===== src/rtl/sample_pkg.sv =====
// Shared definitions for the sample feeder/collector pair.
package sample_pkg;

   typedef enum logic [1:0] {
      ST_IDLE    = 2'b00,
      ST_COLLECT = 2'b01,
      ST_FULL    = 2'b10
   } collector_state_t;

   function automatic int unsigned sample_width(input int unsigned sample_size,
                                                input int unsigned data_size);
      return sample_size * data_size;
   endfunction

endpackage


===== src/rtl/sample_collector_FSM.sv =====
// Control FSM for sample_collector: handshake accept, count clear and done flag.
module sample_collector_FSM
   import sample_pkg::*;
(
   input  logic clk,
   input  logic rst,
   input  logic enable,
   input  logic isValid,
   input  logic lastAccept,
   input  logic consume,
   output logic received,
   output logic wrEn,
   output logic clearCount,
   output logic done
);

   collector_state_t r_state;
   logic             r_done;
   logic             w_received;
   logic             w_clearCount;

   always_comb begin
      w_received   = 1'b0;
      w_clearCount = 1'b0;
      case (r_state)
         ST_IDLE:    w_clearCount = enable;
         ST_COLLECT: w_received   = isValid & enable;
         ST_FULL:    w_clearCount = consume & enable;
         default:    ;
      endcase
      // Reset must silence the handshake even before the state register clears.
      if (!rst) begin
         w_received   = 1'b0;
         w_clearCount = 1'b0;
      end
   end

   always_ff @(posedge clk) begin
      if (!rst) begin
         r_state <= ST_IDLE;
         r_done  <= 1'b0;
      end else begin
         case (r_state)
            ST_IDLE: begin
               if (enable) r_state <= ST_COLLECT;
            end
            ST_COLLECT: begin
               if (!enable) begin
                  r_state <= ST_IDLE;
               end else if (w_received && lastAccept) begin
                  r_state <= ST_FULL;
                  r_done  <= 1'b1;
               end
            end
            ST_FULL: begin
               if (consume) begin
                  r_state <= enable ? ST_COLLECT : ST_IDLE;
                  r_done  <= 1'b0;
               end
            end
            default: begin
               r_state <= ST_IDLE;
               r_done  <= 1'b0;
            end
         endcase
      end
   end

   assign received   = w_received;
   assign wrEn       = w_received;
   assign clearCount = w_clearCount;
   assign done       = r_done;

endmodule


===== src/rtl/sample_collector.sv =====
// Collects NUM_SAMPLES handshaked words into a flat buffer, sample 0 in the LSBs.
module sample_collector
   import sample_pkg::*;
#(
   parameter  int NUM_SAMPLES = 1,
   parameter  int SAMPLE_SIZE = 4,
   parameter  int DATA_SIZE   = 4,
   localparam int W           = int'(sample_width(SAMPLE_SIZE, DATA_SIZE)),
   localparam int CW          = $clog2(NUM_SAMPLES) + 1
) (
   input  logic                     clk,
   input  logic                     rst,
   input  logic                     enable,
   input  logic [W-1:0]             inSample,
   input  logic                     isValid,
   output logic                     received,
   output logic [NUM_SAMPLES*W-1:0] samples,
   output logic [CW-1:0]            count,
   output logic                     done,
   input  logic                     consume
);

   localparam logic [CW-1:0] LAST = CW'(NUM_SAMPLES - 1);

   logic [CW-1:0]            r_count;
   logic [NUM_SAMPLES*W-1:0] r_samples;
   logic                     w_lastAccept;
   logic                     w_wrEn;
   logic                     w_clearCount;

   assign w_lastAccept = (r_count == LAST);

   sample_collector_FSM u_fsm (
      .clk        (clk),
      .rst        (rst),
      .enable     (enable),
      .isValid    (isValid),
      .lastAccept (w_lastAccept),
      .consume    (consume),
      .received   (received),
      .wrEn       (w_wrEn),
      .clearCount (w_clearCount),
      .done       (done)
   );

   // Slots are not cleared on a new set; each is overwritten on its own accept.
   always_ff @(posedge clk) begin
      if (!rst) begin
         r_count   <= '0;
         r_samples <= '0;
      end else if (w_clearCount) begin
         r_count <= '0;
      end else if (w_wrEn) begin
         r_count <= r_count + CW'(1);
         for (int unsigned i = 0; i < NUM_SAMPLES; i++) begin
            if (r_count == CW'(i)) r_samples[i*W +: W] <= inSample;
         end
      end
   end

   assign samples = r_samples;
   assign count   = r_count;

endmodule


===== config.mk =====
export PLATFORM = sky130hd
export DESIGN_NAME = sample_collector
export DESIGN_NICKNAME = d
export VERILOG_FILES = /design/src/rtl/sample_pkg.sv /design/src/rtl/sample_collector_FSM.sv /design/src/rtl/sample_collector.sv
export SDC_FILE = /design/constraint.sdc
export NUM_CORES = 1
export LEC_CHECK = 0
export ABC_AREA = 1
export CAP_MARGIN = 10
export CORE_UTILIZATION = 41
export DETAILED_ROUTE_END_ITERATION = 8
export PLACE_DENSITY = 0.86
export SLEW_MARGIN = 20
export SYNTH_ARGS = -nofsm -noshare
export SYNTH_HDL_FRONTEND = slang
export SYNTH_SLANG_ARGS = --single-unit

===== constraint.sdc =====
create_clock -name clk -period 1.5 [get_ports clk]
set_clock_uncertainty 0.05 [all_clocks]
set_input_delay 0.3 -clock clk [delete_from_list [all_inputs] [get_ports clk]]
set_output_delay 0.3 -clock clk [all_outputs]
set_load 0.01 [all_outputs]

# == Word-level counts from Yosys, hierarchy flattened ==
# Index checks and enable logic that the tools add are counted.
# word_totals
output_inout_bits,19
wordCells,38
regBits,20
# op_classes
n_eq_ne,7
n_mux,14
n_bitwise,6
n_addsub,1
reduce_logical,6
# ops
operator,n
$mux W2,4
$mux W1,7
$ne A2 B2 Y1 const B,3
$pmux W2 S3,1
$reduce_and A3 Y1,2
$not A1 Y1,4
$reduce_and A4 Y1,1
$ne A3 B2 Y1 const B,1
$pmux W1 S3,1
$and A1 B1 Y1,2
$eq A2 B1 Y1 const B,1
$eq A2 B2 Y1 const B,1
$logic_not A2 Y1,1
$ne A2 B1 Y1 const B,1
$pmux W1 S2,1
$reduce_or A2 Y1,1
$add A1 B1 Y1 const B,1
$logic_and A1 B1 Y1,1

# == Logic depth before layout (Yosys ltp) ==
# depth
depth_word,7
mapped_depth,7
mapped_depth_nobuf,6

# == Cells and area by module ==
# From an unflattened synthesis, not the netlist that was laid out.
# hier_totals
cells_unflattened,137
area_unflattened_um2,983.4
# modules_own_cells
mod,n_inst,area_each_um2,cells_per_inst
sample_collector,1,810.8,112
sample_collector_FSM,1,172.7,25

# == Worst setup path before layout ==
# No wires, ideal clock.
# synth_timing
path_kind,reg-to-output
startpoint,register u_fsm.r_state[1]
endpoint,output received
stages_incl_launch_ff,5
setup_slack_ns,0.380
arrival_ns,0.770
t_required_ns,1.150
path_cell_list,dfxtp_1 -> inv_1 -> nand3_2 -> nor2_8 -> buf_6
# synth_via
elab_chain_len,3
# synth_lines
element,line,text
from (decl),sample_collector_FSM.sv:17,collector_state_t r_state;
from (signal assigned),sample_collector_FSM.sv:57,r_state <= enable ? ST_COLLECT : ST_IDLE;
$eq A2 B1 Y1,sample_collector_FSM.sv:25,case (r_state)
$mux W1,sample_collector_FSM.sv:25,
$mux W1,sample_collector_FSM.sv:32,if (!rst) begin
to (decl),sample_collector.sv:16,"output logic received,"
# Every way passes these cells.

# == Worst setup path after layout ==
# layout_timing
startpoint,register u_fsm.r_state[0]
endpoint,output received
# The elaborated chain is that of the path after synthesis.

==> results.ini <==
[synth]
yosysWarnings=0
ys_seq_area_share_pct=42.3
avgSynthCellArea_sq_um=7.22
syn_nets=152
synth.distinct_cells=17
ys_seq_elements=20
netlist_area_sq_um=946
synth_cells=131

[detailed_routing]
vias_per_cell=4.77
wl_mm=2.18
firstDrtPassIters=4
vias=940
antenna_left=0
drc=0
drt_iter0_drc=7
wl_per_cell_microns=11.0

[placement]
numPortBuffers=39
dpl.hpwl_mm=1.57
dp_slack_ps=-494
gp_congestion=0.727

[hold_path]
hold_class=register to register
hold_path_depth=2

[clock_tree]
cts_sinks=20
clk_pin_slew_ps=100
htreeDepth=1
cts_tree=built
cts_inserted_buffers=3
clockBufferDepth=2
clkLatencyLatePin_ps=300
cts_root_buf=clkbuf_4

[floorplan]
initial_core_util_pct=43.2
dieArea_sq_mm=0.00250
num_io_pins=40
coreArea_sq_mm=0.00219
row_count=17
die_y_microns=50.0
fp.dieW_microns=50.0

[power]
ir_worst_vdd_mv=0.417
p_switching_mw=0.225
internal-power_mw=0.717
seq_power_share_pct=58.5
p_comb_share_pct=15.5
p_sw_share_pct=23.9
cellLeakagePower_nw=0.701
p_clk_share_pct=26.0
finalPower_mw=0.943
powerDensity_mw_per_mm2=701

[timing]
tns_ps=0
drv_slew=0
hold_slack_ps=429
rsz0062_at_grt=no
fmax_ghz=0.702
post-route-period-util_pct=94.9
slew_headroom_pct=83.4
layout_min_cycle_time_ps=1420
worst_slack_ps=76.3
setup_violations=0
worstMarginPinSlew_ps=247
hold_viol=0

[layout]
antenna_cells=0
layout_common_cells=nand2_1, nor2_1, dfxtp_1, dlygate4sd2_1, inv_1
area_growth_pct=42.2
fin_util_pct=61.4
final_nets=192
drive_above_1_share_pct=9.47

[worst_setup_path]
r2r.worst_path.cells=5
worst_setup_path_start_kind=register
crit_fanout=3
required_ps=1150
cp-end-kind=output port
cp.arrival_ps=1070
worstSetupPathType=register to output port

[global_routing]
grt_pass1_wl_mm=3.64
grt_antenna_before_repair=0
grt_pass1_vias=878
grt_overflow_total=0
gr-usage-all-layers_pct=19.3
grt_start_max_net_pins=34

[run]
drv_cap=0

[outcome]
outcome=completed

-- routing by layer --
metal	track usage (%)	wire (microns)	up-vias
met4	10.0	46	0
met2	35.1	1080	33
met3	2.78	114	4
met1	21.3	937	421
met5	0	0	-
li1	-	-	482
-- cell usage after synthesis, drive strengths merged --
cell	instances	share of area, %
a21oi	20	12
buf	7	6.5
clkbuf	1	0.40
clkinv	1	0.40
dfxtp	20	42
inv	20	7.9
nand2	21	9.1
nand3	17	9.5
nor2	21	10
o21ai	3	1.6
-- registers in the layout, summed over array words and instances, names as in the netlist --
signal	flops
u_fsm.done	1
samples	16
count	1
u_fsm.r_state	2
-- what timing repair did --
item | in CTS | in global routing
resized for setup | 25 | 4
endpoints found under the setup margin | 23 | 6
hold buffers | 0 | 0
buffers inserted | 0 | 0
endpoints found under the hold margin | 0 | 0
-- worst max-delay path, stage by stage, from the launching register on --
cell     delay (ps)
dfxtp_1         410
nand3_4         130
nor2_8          110
buf_4           130
-- power by group through the flow --
stage,Clock [mW],Combinational (mW),Sequential [mW]
floorplan,0,0.0665,0.568
global placement,0,0.148,0.563
detailed placement,0,0.153,0.564
CTS,0.255,0.146,0.552
global route,0.277,0.161,0.553
finish,0.245,0.146,0.552
-- cell families (layout without fill, tap and decap cells) --
logic type             after synthesis  count (layout)  synth area share, %
flip-flops                          20              20                 42.3
AO/OA/AOI/OAI                       23              23                 13.8
AND/OR/NAND/NOR                     59              59                 28.7
buffers and inverters               29              67                 15.2
-- area by class of cell --
type                       count  area, sq um
clock buffer                   3         22.5
fill                         218          846
inverter                      21         78.8
multi-input combinational     82          409
sequential                    20          400
tap                           28         35.0
timing repair buffer          43          399
-- path summary, 6_finish.rpt --
path                                  startpoint    endpoint  slack, ps
worst min register to register        u_fsm.done  u_fsm.done        430
worst min-delay path                  u_fsm.done  u_fsm.done        430
worst max-delay path            u_fsm.r_state[0]    received         80
worst max register to register  u_fsm.r_state[0]       count        180
-- through the flow --
step / area [sq um] / std cells
after floorplan: 946 / 131
after global placement: 1340 / 194
after detailed placement: 1340 / 194
after CTS: 1340 / 197
after global routing: 1350 / 197
final: 1350 / 197
No activity file was read; power rests on OpenSTA's default activity.
